===== src/rtl/tmr_vote_monitor.sv =====
// Triplicated-bus receiver: bitwise majority vote, lane mismatch counters and req/ack event reporting.
// Optional per-lane scrub pulses are built only when TMR_MON_SCRUB_EN is defined.
module tmr_vote_monitor #(
   parameter int WIDTH   = 8,
   parameter int CNT_W   = 8,
   parameter int PERSIST = 3
) (
   input  logic             clk,
   input  logic             rst_n,
   input  logic [WIDTH-1:0] in_a,
   input  logic [WIDTH-1:0] in_b,
   input  logic [WIDTH-1:0] in_c,
   input  logic             clr,
   output logic [WIDTH-1:0] out,
   output logic             err_a,
   output logic             err_b,
   output logic             err_c,
   output logic [CNT_W-1:0] cnt_a,
   output logic [CNT_W-1:0] cnt_b,
   output logic [CNT_W-1:0] cnt_c,
   output logic             evt_req,
   input  logic             evt_ack,
   output logic [1:0]       evt_lane,
   output logic             evt_multi,
   output logic             evt_ovf
`ifdef TMR_MON_SCRUB_EN
   ,
   output logic             scrub_a,
   output logic             scrub_b,
   output logic             scrub_c
`endif
);

   localparam logic [1:0] ST_IDLE = 2'd0;
   localparam logic [1:0] ST_REQ  = 2'd1;
   localparam logic [1:0] ST_DROP = 2'd2;

   localparam logic [CNT_W-1:0] CNT_MAX = {CNT_W{1'b1}};

   logic [WIDTH-1:0] vote_s;
   logic             mis_a_s, mis_b_s, mis_c_s, any_s, multi_s;

   logic [WIDTH-1:0] out_q;
   logic [CNT_W-1:0] cnt_a_q, cnt_b_q, cnt_c_q;
   logic [CNT_W-1:0] cnt_a_d, cnt_b_d, cnt_c_d;
   logic             err_a_q, err_b_q, err_c_q;
   logic [1:0]       state_q, state_d;
   logic             req_q, req_d, multi_q, multi_d, ovf_q, ovf_d;
   logic [1:0]       lane_q, lane_d;

   // Saturating counter step; clr takes priority over a simultaneous mismatch.
   function automatic logic [CNT_W-1:0] cnt_next(input logic [CNT_W-1:0] cnt,
                                                input logic mis, input logic clear);
      if (clear)
         cnt_next = '0;
      else if (mis && (cnt != CNT_MAX))
         cnt_next = cnt + {{(CNT_W-1){1'b0}}, 1'b1};
      else
         cnt_next = cnt;
   endfunction

   assign vote_s  = (in_a & in_b) | (in_a & in_c) | (in_b & in_c);
   assign mis_a_s = |(in_a ^ vote_s);
   assign mis_b_s = |(in_b ^ vote_s);
   assign mis_c_s = |(in_c ^ vote_s);
   assign any_s   = mis_a_s | mis_b_s | mis_c_s;
   assign multi_s = (mis_a_s & mis_b_s) | (mis_a_s & mis_c_s) | (mis_b_s & mis_c_s);

   assign cnt_a_d = cnt_next(cnt_a_q, mis_a_s, clr);
   assign cnt_b_d = cnt_next(cnt_b_q, mis_b_s, clr);
   assign cnt_c_d = cnt_next(cnt_c_q, mis_c_s, clr);
   assign ovf_d   = clr ? 1'b0 : (ovf_q | (any_s & (state_q != ST_IDLE)));

   // Event handshake next-state: capture in IDLE, hold through REQ, wait for ack release in DROP.
   always_comb begin
      state_d = state_q;
      req_d   = req_q;
      lane_d  = lane_q;
      multi_d = multi_q;
      case (state_q)
         ST_IDLE: begin
            if (any_s) begin
               state_d = ST_REQ;
               req_d   = 1'b1;
               multi_d = multi_s;
               lane_d  = mis_a_s ? 2'd1 : (mis_b_s ? 2'd2 : 2'd3);
            end else begin
               state_d = ST_IDLE;
            end
         end
         ST_REQ: begin
            if (evt_ack) begin
               req_d   = 1'b0;
               state_d = ST_DROP;
            end else begin
               state_d = ST_REQ;
            end
         end
         ST_DROP: begin
            if (!evt_ack)
               state_d = ST_IDLE;
            else
               state_d = ST_DROP;
         end
         default: begin
            state_d = ST_IDLE;
            req_d   = 1'b0;
         end
      endcase
   end

   // Output, counter, flag and FSM registers.
   always_ff @(posedge clk) begin
      if (!rst_n) begin
         out_q   <= '0;
         cnt_a_q <= '0;
         cnt_b_q <= '0;
         cnt_c_q <= '0;
         err_a_q <= 1'b0;
         err_b_q <= 1'b0;
         err_c_q <= 1'b0;
         state_q <= ST_IDLE;
         req_q   <= 1'b0;
         lane_q  <= 2'd0;
         multi_q <= 1'b0;
         ovf_q   <= 1'b0;
      end else begin
         out_q   <= vote_s;
         cnt_a_q <= cnt_a_d;
         cnt_b_q <= cnt_b_d;
         cnt_c_q <= cnt_c_d;
         err_a_q <= clr ? 1'b0 : (err_a_q | mis_a_s);
         err_b_q <= clr ? 1'b0 : (err_b_q | mis_b_s);
         err_c_q <= clr ? 1'b0 : (err_c_q | mis_c_s);
         state_q <= state_d;
         req_q   <= req_d;
         lane_q  <= lane_d;
         multi_q <= multi_d;
         ovf_q   <= ovf_d;
      end
   end

   assign out       = out_q;
   assign cnt_a     = cnt_a_q;
   assign cnt_b     = cnt_b_q;
   assign cnt_c     = cnt_c_q;
   assign err_a     = err_a_q;
   assign err_b     = err_b_q;
   assign err_c     = err_c_q;
   assign evt_req   = req_q;
   assign evt_lane  = lane_q;
   assign evt_multi = multi_q;
   assign evt_ovf   = ovf_q;

`ifdef TMR_MON_SCRUB_EN
   logic [2:0]      mis_vec_s;
   logic [2:0][7:0] pers_q, pers_d;
   logic [2:0]      scrub_q, scrub_d;

   assign mis_vec_s = {mis_c_s, mis_b_s, mis_a_s};

   // Persistence run per lane; the pulse fires on the PERSIST-th consecutive mismatch and restarts the run.
   always_comb begin
      pers_d  = pers_q;
      scrub_d = 3'b000;
      for (int i = 0; i < 3; i++) begin
         if (clr || !mis_vec_s[i]) begin
            pers_d[i]  = 8'd0;
            scrub_d[i] = 1'b0;
         end else if (pers_q[i] == 8'(PERSIST - 1)) begin
            pers_d[i]  = 8'd0;
            scrub_d[i] = 1'b1;
         end else begin
            pers_d[i]  = pers_q[i] + 8'd1;
            scrub_d[i] = 1'b0;
         end
      end
   end

   // Persistence and scrub pulse registers.
   always_ff @(posedge clk) begin
      if (!rst_n) begin
         pers_q  <= '0;
         scrub_q <= 3'b000;
      end else begin
         pers_q  <= pers_d;
         scrub_q <= scrub_d;
      end
   end

   assign scrub_a = scrub_q[0];
   assign scrub_b = scrub_q[1];
   assign scrub_c = scrub_q[2];
`endif

endmodule


===== config.mk =====
export PLATFORM = sky130hd
export DESIGN_NAME = tmr_vote_monitor
export DESIGN_NICKNAME = d
export VERILOG_FILES = /design/src/rtl/tmr_vote_monitor.sv
export SDC_FILE = /design/constraint.sdc
export NUM_CORES = 1
export LEC_CHECK = 0
export BUFFER_PORTS_ARGS = -buffer_cell sky130_fd_sc_hd__buf_2
export CORE_MARGIN = 5
export CORE_UTILIZATION = 47
export DETAILED_ROUTE_END_ITERATION = 12
export PLACE_DENSITY = 0.74
export REMOVE_ABC_BUFFERS = 1
export SKIP_LAST_GASP = 1
export SYNTH_ARGS = -nofsm -noshare
export SYNTH_HDL_FRONTEND = slang
export SYNTH_SLANG_ARGS = --single-unit

===== constraint.sdc =====
create_clock -name clk -period 2.1 [get_ports clk]
set_input_delay 0.42 -clock clk [delete_from_list [all_inputs] [get_ports clk]]
set_output_delay 0.42 -clock clk [all_outputs]
set_load 0.01 [all_outputs]

[Word level (Yosys, flattened, before mapping)]
Index checks and enable logic that the tools add are counted.
Word-level totals
  bits in registers: 42
  latch bits: 0
  RAM bits: 0
  bits in read-only memories: 0
  input port bits: 28
  output and inout port bits: 40
  logic and storage cells: 64
  memories kept: 0
Cells by class
  $add $sub $neg: 3
  multiply operators: 0
  div/mod/pow operators: 0
  magnitude comparators: 0
  equality and inequality tests: 7
  shift operators: 0
  mux-type cells: 9
  bitwise logic cells: 22
  reductions and logical operators: 11
Operator list (count)
  adder 8 x 1 -> 8 bit, second input constant: 3
  bitwise AND 8 bit: 3
  != test 8 bit, second input constant: 3
  OR reduction 8 bit: 3
  XOR 8 bit: 3
  OR 8 bit: 2
  OR 1 bit: 8
  two-way mux 2 bit: 3
  case mux 2 bit (3 select lines): 1
  bitwise AND 1 bit: 4
  two-way mux 1 bit: 4
  != test 2 bit, second input constant: 2
  logical AND 1 bit: 3
  case mux 1 bit (3 select lines): 1
  AND reduction 3 bit: 1
  == test 2 x 1 -> 1 bit, second input constant: 1
  == test 2 bit, second input constant: 1
  zero test 2 bit: 1
  inverter 1 bit: 2
  AND reduction 2 bit: 1
  nonzero test 2 bit: 1
  OR reduction 2 bit: 1

[Depth between registers and ports, before layout]
Gate-level depths: netlist of run 1.
  depth after elaboration: 9
  gate-level depth with buffers: 7
  gate-level depth less buffers: 6

[Least setup slack after synthesis of run 1]
Ideal clock, no wire load.
  path type: input-to-reg
  from: input in_b[4]
  to: register multi_q, in the netlist evt_multi
  setup time: 79 ps
  arrival: 1784 ps
  required time: 2021 ps
  slack: 237 ps
  stages on the path: 6
  buffers on the path: 0
  cells stage by stage: or3b_2 nand4_1 nor4_4 nand2_2 or3_1 o211ai_1
On the way
  word-level cells in the longest chain between the ends: 8
  elaborated cells on any way between the ends: 18
  classes of those cells: 14 x bitwise; 4 x reduce/logical
Ends and longest elaborated chain
  start: declaration: RTL line 11  | input logic [WIDTH-1:0] in_b,
  bitwise AND 8 bit: RTL line 62  | assign vote_s = (in_a & in_b) | (in_a & in_c) | (in_b & in_c);
  OR 8 bit (2 in a row): RTL line 62
  XOR 8 bit, on equally long branches: RTL line 63, 64, 65
  OR reduction 8 bit, on equally long branches: RTL line 63, 64, 65
  bitwise AND 1 bit or OR 1 bit (tied branches): RTL line 67, 66
  OR 1 bit, on equally long branches: RTL line 67, 66
  OR 1 bit or AND reduction 2 bit (tied branches)
  end signal: assignment: RTL line 138  | multi_q <= multi_d;
  end: declaration: RTL line 48  | logic req_q, req_d, multi_q, multi_d, ovf_q, ovf_d;
Parallel ways exist; a longest one is shown, timed or not.
A chain may end at the register's enable or synchronous reset.

[Final worst setup path of run 1]
  from: input in_a[6]
  to: register cnt_b_q[5], in the netlist cnt_b[5]
On the way
  word-level cells in the longest chain between the ends: 6
  elaborated cells on any way between the ends: 7
  classes of those cells: 5 x bitwise; 2 x reduce/logical
Ends and longest elaborated chain
  start: declaration: RTL line 10  | input logic [WIDTH-1:0] in_a,
  bitwise AND 8 bit: RTL line 62
  OR 8 bit (*) (2 in a row): RTL line 62
  XOR 8 bit (*): RTL line 64  | assign mis_b_s = |(in_b ^ vote_s);
  OR reduction 8 bit (*): RTL line 64
  logical AND 1 bit (*): RTL line 56  | else if (mis && (cnt != CNT_MAX))
  end signal: assignment: RTL line 130  | cnt_b_q <= cnt_b_d;
  end: declaration: RTL line 44  | logic [CNT_W-1:0] cnt_a_q, cnt_b_q, cnt_c_q;
Mark *: on every way between the ends. The rest lies on a longest branch, timed or not.

==> summary by stage, run 1 <==
Synth
The distinct cell type count of the synthesized netlist is 45. The post-synthesis cell type with the largest combined area is sky130_fd_sc_hd__dfxtp_1. The per-instance average area after synthesis is 8.48 um^2.

In the synthesized netlist the dominant register cell turns out to be sky130_fd_sc_hd__dfxtp_1. The largest family of logic cells by synthesized area is simple AND/OR/NAND/NOR gates. In this run, synthesis produced a sequential element count of 42. The top cell type's share of synthesized area is 37.7%. The netlist area before placement is 0.00223 mm^2.

After synthesis, the share of flip-flops with an asynchronous set or reset is 0%. In the synthesized netlist, the number of instances is 263. In the post-synthesis netlist, the biggest area contributors are sky130_fd_sc_hd__dfxtp_1 (38%), sky130_fd_sc_hd__or3b_2 (6.3%), sky130_fd_sc_hd__nand3b_1 (5.7%).

The count of yosys warnings during synthesis is 0. Ranked by instance count, the synthesized netlist is headed by sky130_fd_sc_hd__dfxtp_1 (42), sky130_fd_sc_hd__nor2_1 (28), sky130_fd_sc_hd__nand2_1 (25). The adder-cell share of the synthesized area is 1.68%. Summing the areas of all compound-gate instances in the mapped netlist gives 15.2% of the synthesized area. Yosys mapped a number of flops with a built-in enable equal to 0. The most frequent cell after synthesis is sky130_fd_sc_hd__dfxtp_1.

The simple-gate share of the synthesized area is 35.6%. Of the post-synthesis cell area, the part taken by muxes is 2.24%. The xor/xnor share of the synthesized area is 5.50%. The fraction of the yosys area taken by sequential cells is 37.7%.

Clock tree
TritonCTS built the clock tree. The post-CTS setup buffer count is 0. The clock-pin slew of the registers on the worst-case setup and hold paths is 0.09 ns.

Buffers inserted during clock tree synthesis total 5. The clock tree synthesis step divided the H-tree into 2 levels. The later-pin clock latency in the skew report is 0.29 ns.

The clock tree buffer depth is 2. The cell sitting at the root of the clock tree is a sky130_fd_sc_hd__clkbuf_8. The post-cts gate resize count is 0. The tree built by TritonCTS fans out to 42 sinks. The post-cts hold buffer count is 0.

Floorplan
The floorplan step defined a die boundary enclosing 0.00622 mm^2. During I/O placement, the number of pins put on the boundary was 68. The core area is 0.00466 mm^2. The initial core utilization is 47.9%. The die height is 78.9 um. Row generation in the floorplan step produced 25 rows. From left edge to right edge, the die measures 78.9 um.

STA
The setup TNS after final layout is 0 ns. Setup violations remaining at the end of the flow were counted as 0. The final max-slew violation count came to 0. The clock tree skew after final layout is 0.00824 ns.

The worst max-slew margin expressed relative to the limit is 60.7%. Setup repair after global routing left no endpoint under its margin. The ratio of final minimum period to clock period is 86.9%.

The clock period minus worst slack is 1.83 ns. The number of failing hold endpoints at the final stage came to 0. Static timing analysis puts the maximum clock frequency at 0.548 GHz. For the pin with the worst max-slew slack, the measured transition is 0.590 ns.

Drt
For this run, design rule violations remaining after detail routing come to 0. For this block, the routed nets add up to 5.36 mm of wire. For this block, the via count after detailed routing is 2,198.

The number of nets still failing antenna checks after routing is 0. The routed wire length per instance is 13.3 um. The number of iterations in the first detailed-routing pass is 4. Using the TritonRoute via totals, the vias-per-cell ratio works out to 5.47.

The first routing iteration left 206 violations.

Setup path
On the critical path, the stage with the largest delay is an instance of sky130_fd_sc_hd__or3b_2. The signal on the critical path passes through buf_2 -> or3b_2 -> nand4_1 -> nor4_4 -> nor3_2 -> a31oi_1 -> a41o_1. In this design, the stage delay of the slowest critical-path cell is 0.45 ns. The category of the worst setup path capture point is a flop.

The sort of element at the start of the critical path is an input port. Together, buffers and inverters on the worst path number 1. The signal arrival time at the worst endpoint is 2.02 ns.

The largest delay contributor family on the critical path is simple AND/OR/NAND/NOR gates. For the worst setup path, the data required time is 2.30 ns. The category of the most critical setup path is input port to flop. Of all nets on the critical path, the largest fanout is 6.

Placed design
The wire-length estimate of the detail-placed layout is 3.99 mm. The count of port buffers added during placement is 67. The final RePlAce weighted congestion is 0.806.

The placed cell count is 394.

Power
The worst vdd rail ir drop is 0.000401 V. The power density normalized to cell area is 626 mW/mm^2. In this run the static leakage power is 0.00130 uW.

Finish
The layout has 425 filler cells. The repair_antennas step left the layout with diodes totalling 0. The post-layout instance count excluding filler cells is 402. Across the whole layout, storage elements account for 841 um^2. The number of nets in the layout is 378. The multi-input logic area is 0.00135 mm^2. The proportion of layout cells with a drive suffix above 1 is 33.9%.

The growth of design area from synthesis to finish is 28.2%.

Global routing
Global routing used 17.4% of the available tracks across all layers. The number of global-route vias before repair is 2,010. The first-pass GRT wire length is 8.78 mm. The total overflow reported by the global router is 0. Entering global routing, the biggest net connects 18 pins. The initial antenna violation count is 0.

Run status
The run finished with clean final reports.

Hold path
The tightest min-delay check is of the input port to flop type.

Flow run
The max capacitance violation total is 0.
-- state kept, by name (all words and copies together) (netlist names), 2 cells and up --
signal and cells:
cnt_a 8, cnt_b 8, cnt_c 8, out 8
evt_lane 2, state_q 2
-- layout make-up --
cell class | count | area share (%)
Tap cell | 54 | 2.36
Clock buffer | 6 | 2.54
Timing Repair Buffer | 83 | 16.4
Inverter | 6 | 0.788
Clock inverter | 2 | 1.31
Multi-Input combinational cell | 209 | 47.2
Sequential cell | 42 | 29.4
-- worst paths after layout --
check,start,to,slack (ns),cells past startpoint
worst max-delay path,in_a[6],cnt_b[5],0.27,7
worst min-delay path,evt_ack,state_q[0],0.35,2
worst max register to register,cnt_b[0],cnt_b[5],0.40,5
worst min register to register,err_c,err_c,0.46,2
-- layer usage --
layer | GRT usage, % | part of all wire [%] | vias up
met4 | 6.19 | 1.4 | 0
met5 | 0 | 0 | -
met3 | 3.63 | 5.3 | 6
met1 | 21.7 | 46 | 1006
met2 | 29.7 | 47 | 55
li1 | - | - | 1131
-- power breakdown --
part | switching [uW] | leakage [uW] | internal (uW)
Sequential | 22.3 | 0.000344 | 831
Clock | 283 | 0.0000514 | 355
Combinational | 159 | 0.000903 | 139
Total | 465 | 0.00130 | 1320
-- metrics by stage --
stage / hold slack, ns / cell area [um^2] / power, uW / utilization, % / setup slack (ns)
floorplan: 0.470 / 2210 / 1020 / - / -0.471
global placement: 0.440 / 2750 / 1160 / 59.0 / 0.0268
detailed placement: 0.450 / 2750 / 1170 / 59.0 / 0.00815
CTS: 0.343 / 2860 / 1810 / 61.3 / 0.289
global route: 0.355 / 2860 / 1880 / 61.3 / 0.186
finish: 0.354 / 2860 / 1790 / 61.3 / 0.274
-- cells by family after synthesis --
group,Yosys count
XOR/XNOR,14
flip-flops,42
AND/OR/NAND/NOR,134
adder cells (fa/ha/maj),3
buffers and inverters,12
AO/OA/AOI/OAI,53
multiplexers,5
-- cell usage in the layout (no fill, tap or decap), types with 3 or more instances in the layout --
master,netlist,layout
sky130_fd_sc_hd__buf_4,0,15
sky130_fd_sc_hd__xnor2_1,13,13
sky130_fd_sc_hd__dfxtp_1,42,42
sky130_fd_sc_hd__buf_2,1,67
sky130_fd_sc_hd__and3_1,5,5
sky130_fd_sc_hd__nand3b_1,17,17
sky130_fd_sc_hd__nand3_1,8,8
sky130_fd_sc_hd__ha_1,3,3
sky130_fd_sc_hd__inv_1,6,6
sky130_fd_sc_hd__o21ai_0,10,10
sky130_fd_sc_hd__a21o_1,8,8
sky130_fd_sc_hd__clkbuf_8,0,5
sky130_fd_sc_hd__nand4_1,10,10
sky130_fd_sc_hd__mux2i_1,5,5
sky130_fd_sc_hd__or3b_2,16,16
sky130_fd_sc_hd__nor2_1,28,28
sky130_fd_sc_hd__and4_1,3,3
sky130_fd_sc_hd__nand2_1,25,25
sky130_fd_sc_hd__a21oi_1,18,18
sky130_fd_sc_hd__nor3_1,6,6
No activity file was read; power rests on OpenSTA's default activity.
==> run 2, diff against run 1 <==
MAX_ROUTING_LAYER = met4   (was default)
clock period = 2.06 ns   (was 2.1 ns; I/O delays follow)
==> run 2 against run 1 <==
  * Clock skew is 0.0012 ns lower
  * Count of clock-buffer cells in the layout is 1 lower
  * Worst hold slack worse by 0.020 ns
  * Highest routed layer unchanged
  * Sequential share of layout area is 0.052 points higher
  * Worst setup slack better by 0.027 ns
  * Sequential power is 2% higher
  * Design area is 0.17% lower
  * Via count is 1.4% lower
  * First-iteration DRC count is 54% lower
==> summary by stage, run 2 (synthesis gave the netlist of run 1 again) <==
Floorplan
The die height is 78.9 um (unchanged). The core area was 0.00466 mm^2 (unchanged). The floorplan die area is 0.00622 mm^2 (unchanged).

The standard-cell row count came to 25 (unchanged). The total I/O pin count is 68 (unchanged). The initial core utilization is 47.9% (unchanged).

The floorplan die width is 78.9 um (unchanged).

Setup path
The largest delay contributor family on the critical path is simple AND/OR/NAND/NOR gates (unchanged). The category of the most critical setup path is input port to flop (unchanged). Ordered list of cells on the worst path: buf_2 -> or3b_2 -> nand4_1 -> nor4_4 -> nor3_2 -> a31oi_1 -> a41o_1 (unchanged). The peak fanout along the critical path was 6 (unchanged). The register-to-register path setup slack is 0.41 ns (was 0.40 ns). The number of buffers and inverters on the critical path is 1 (unchanged). The first element of the critical path was in_a[4] (was in_a[6]). The category of the worst setup path capture point is a flop (unchanged). The master of the slowest instance on the critical path is sky130_fd_sc_hd__or3b_2 (unchanged). The destination of the worst register-to-register timing path is cnt_a[7] (was cnt_b[5]). The worst reg2reg path startpoint is cnt_a[3] (was cnt_b[0]). The number of cells traversed by the worst register-to-register path came to 7 (was 5). The signal arrival time at the worst endpoint is 1.95 ns (was 2.02 ns). The sort of element at the start of the critical path is an input port (unchanged).

The largest stage delay on the critical path is 0.46 ns (was 0.45 ns). The data required time at the worst endpoint is 2.25 ns (was 2.30 ns).

Global routing
The global router's overall resource usage is 17.7% (was 17.4%). The total overflow reported by the global router is 0 (unchanged). The number of global-route vias before repair is 2,023 (was 2,010).

The first-pass GRT wire length is 8.71 mm (was 8.78 mm). The initial antenna violation count is 0 (unchanged). The maximum number of pins on one net before global-route repair came to 16 (was 18).

Power
The combinational share of power is 17.9% (was 16.6%). The worst vdd rail ir drop is 0.000318 V (was 0.000401 V). The switching power summed over all nets is 482 uW (was 465 uW). The clock network fraction of total power is 31.3% (was 35.7%). The power density normalized to cell area is 599 mW/mm^2 (was 626 mW/mm^2). The total power is 1710 uW (was 1790 uW). The standby leakage power was 0.00130 uW (about the same). The sequential cell fraction of total power came to 50.8% (was 47.7%).

The cell internal power dissipation came to 1230 uW (was 1320 uW). The switching share of power is 28.2% (was 26.0%).

STA
The worst max-slew margin expressed relative to the limit came to 62.7% (was 60.7%). The total of endpoints with negative setup slack in the final report was 0 (unchanged). The ratio of final minimum period to clock period is 85.4%. The transition time of the tightest slew-check pin is 0.560 ns (was 0.590 ns). The clock period minus worst slack is 1.76 ns.

The final max-slew violation count was 0 (unchanged). The setup TNS after final layout is 0 ns (unchanged). Unrepaired setup endpoints after global routing: no (unchanged).

The number of failing hold endpoints at the final stage came to 0 (unchanged). The clock tree skew after final layout came to 0.00705 ns (was 0.00824 ns). Static timing analysis puts the maximum clock frequency at 0.568 GHz.

The worst-case setup margin in the final layout is 0.301 ns (was 0.274 ns).

Clock tree
The clock root buffer is sky130_fd_sc_hd__clkbuf_8 (unchanged). The number of sinks driven by the clock tree was 42 (unchanged). The clock-pin slew of the registers on the worst-case setup and hold paths was 0.09 ns (about the same). The post-cts gate resize count is 0 (unchanged). The post-cts hold buffer count came to 0 (unchanged). The clock tree buffer depth came to 2 (unchanged). The post-CTS setup buffer count is 0 (unchanged). The number of clock buffers inserted by TritonCTS is 5 (unchanged). The later-pin clock latency in the skew report is 0.30 ns (was 0.29 ns). The TritonCTS clock tree is yes (unchanged). The total number of H-tree levels is 2 (unchanged).

Finish
The fill cell total of the finished layout is 436 (was 425). The footprint of the flip-flops and latches is 841 um^2 (unchanged). The design area is 0.00285 mm^2 (was 0.00286 mm^2). The growth of design area from synthesis to finish is 27.9% (was 28.2%).

The number of antenna diodes is 0 (unchanged). Highest-count cells in the layout ignoring fill and taps: sky130_fd_sc_hd__buf_2 (67), sky130_fd_sc_hd__dfxtp_1 (42), sky130_fd_sc_hd__nor2_1 (28) (unchanged). The commonest non-fill, non-tap cell in the layout was sky130_fd_sc_hd__buf_2 (unchanged). The multi-input logic area was 0.00135 mm^2 (unchanged). The proportion of layout cells with a drive suffix above 1 is 34.6% (was 33.9%). The number of nets in the layout is 380 (was 378).

Hold path
The start point of the worst min-delay path is evt_ack (unchanged). The instance count along the most critical hold path is 2 (unchanged). The worst hold endpoint is state_q[0] (unchanged). The kind of path behind the tightest hold check is input port to flop (unchanged).

Run status
Result of the run: completed (unchanged).

Drt
The wire length reported by the detailed router is 5.14 mm (was 5.36 mm). The number of design-rule violations left by the first detailed-router iteration is 95 (was 206). The number of iterations in the first detailed-routing pass came to 4 (unchanged).

The routed wire length per instance is 12.7 um (was 13.3 um). The number of nets still failing antenna checks after routing is 0 (unchanged). The post-route DRC violation count came to 0 (unchanged). The total via count in the routed design is 2,167 (was 2,198).

The number of vias per cell after detailed routing was 5.36 (was 5.47).

Placed design
The detailed-placement wirelength estimate was 3.92 mm (was 3.99 mm). The standard cell area after detailed placement came to 0.00276 mm^2 (was 0.00275 mm^2). The post-placement worst setup slack came to -0.0187 ns (was 0.00815 ns).

The count of port buffers added during placement came to 67 (unchanged). The final RePlAce weighted congestion is 0.821 (was 0.806).

Flow run
The max capacitance violation total came to 0 (unchanged).
## run 2: area by class of cell
| type | count | area share, % |
|---|---|---|
| inverter | 6 | 0.789 |
| sequential | 42 | 29.5 |
| clock buffer | 5 | 2.41 |
| clock inverter | 3 | 0.745 |
| timing repair buffer | 85 | 16.9 |
| tap | 54 | 2.37 |
| multi-input combinational | 209 | 47.3 |
## run 2: worst max-delay path by stage
stage | end | slack [ns] | cells after the start
after detailed placement | cnt_b[5] | -0.02 | 7
after global routing | evt_multi | 0.17 | 9
final | cnt_b[5] | 0.30 | 7
after global placement | evt_multi | 0.004 | 9
after CTS | cnt_b[5] | 0.31 | 7
after floorplan | evt_multi | -0.50 | 6
## run 2: power groups by stage
stage | combinational [uW] | clock (uW) | sequential [uW]
floorplan | 142 | 0 | 902
global route | 341 | 588 | 875
CTS | 308 | 555 | 869
detailed placement | 307 | 0 | 888
finish | 306 | 535 | 869
global placement | 301 | 0 | 888
## run 2: layer usage
layer  wire length, um  global-route usage [%]  up-vias  share of wire, %
li1                  -                       -     1139                 -
met1              2500                    22.0      980                49
met2              2340                    28.6       43                46
met3               245                    3.51        5               4.8
met4                49                    6.53        0              0.95
met5                 0                       -        -                 0
## run 2: per-stage QoR
stage	hold WS, ns	utilization (%)	std cells
5_1_grt	0.338	61.2	404
4_1_cts	0.327	61.2	404
6_report	0.334	61.2	404
2_1_floorplan	0.470	-	257
3_3_place_gp	0.438	59.3	396
3_5_place_dp	0.440	59.3	396
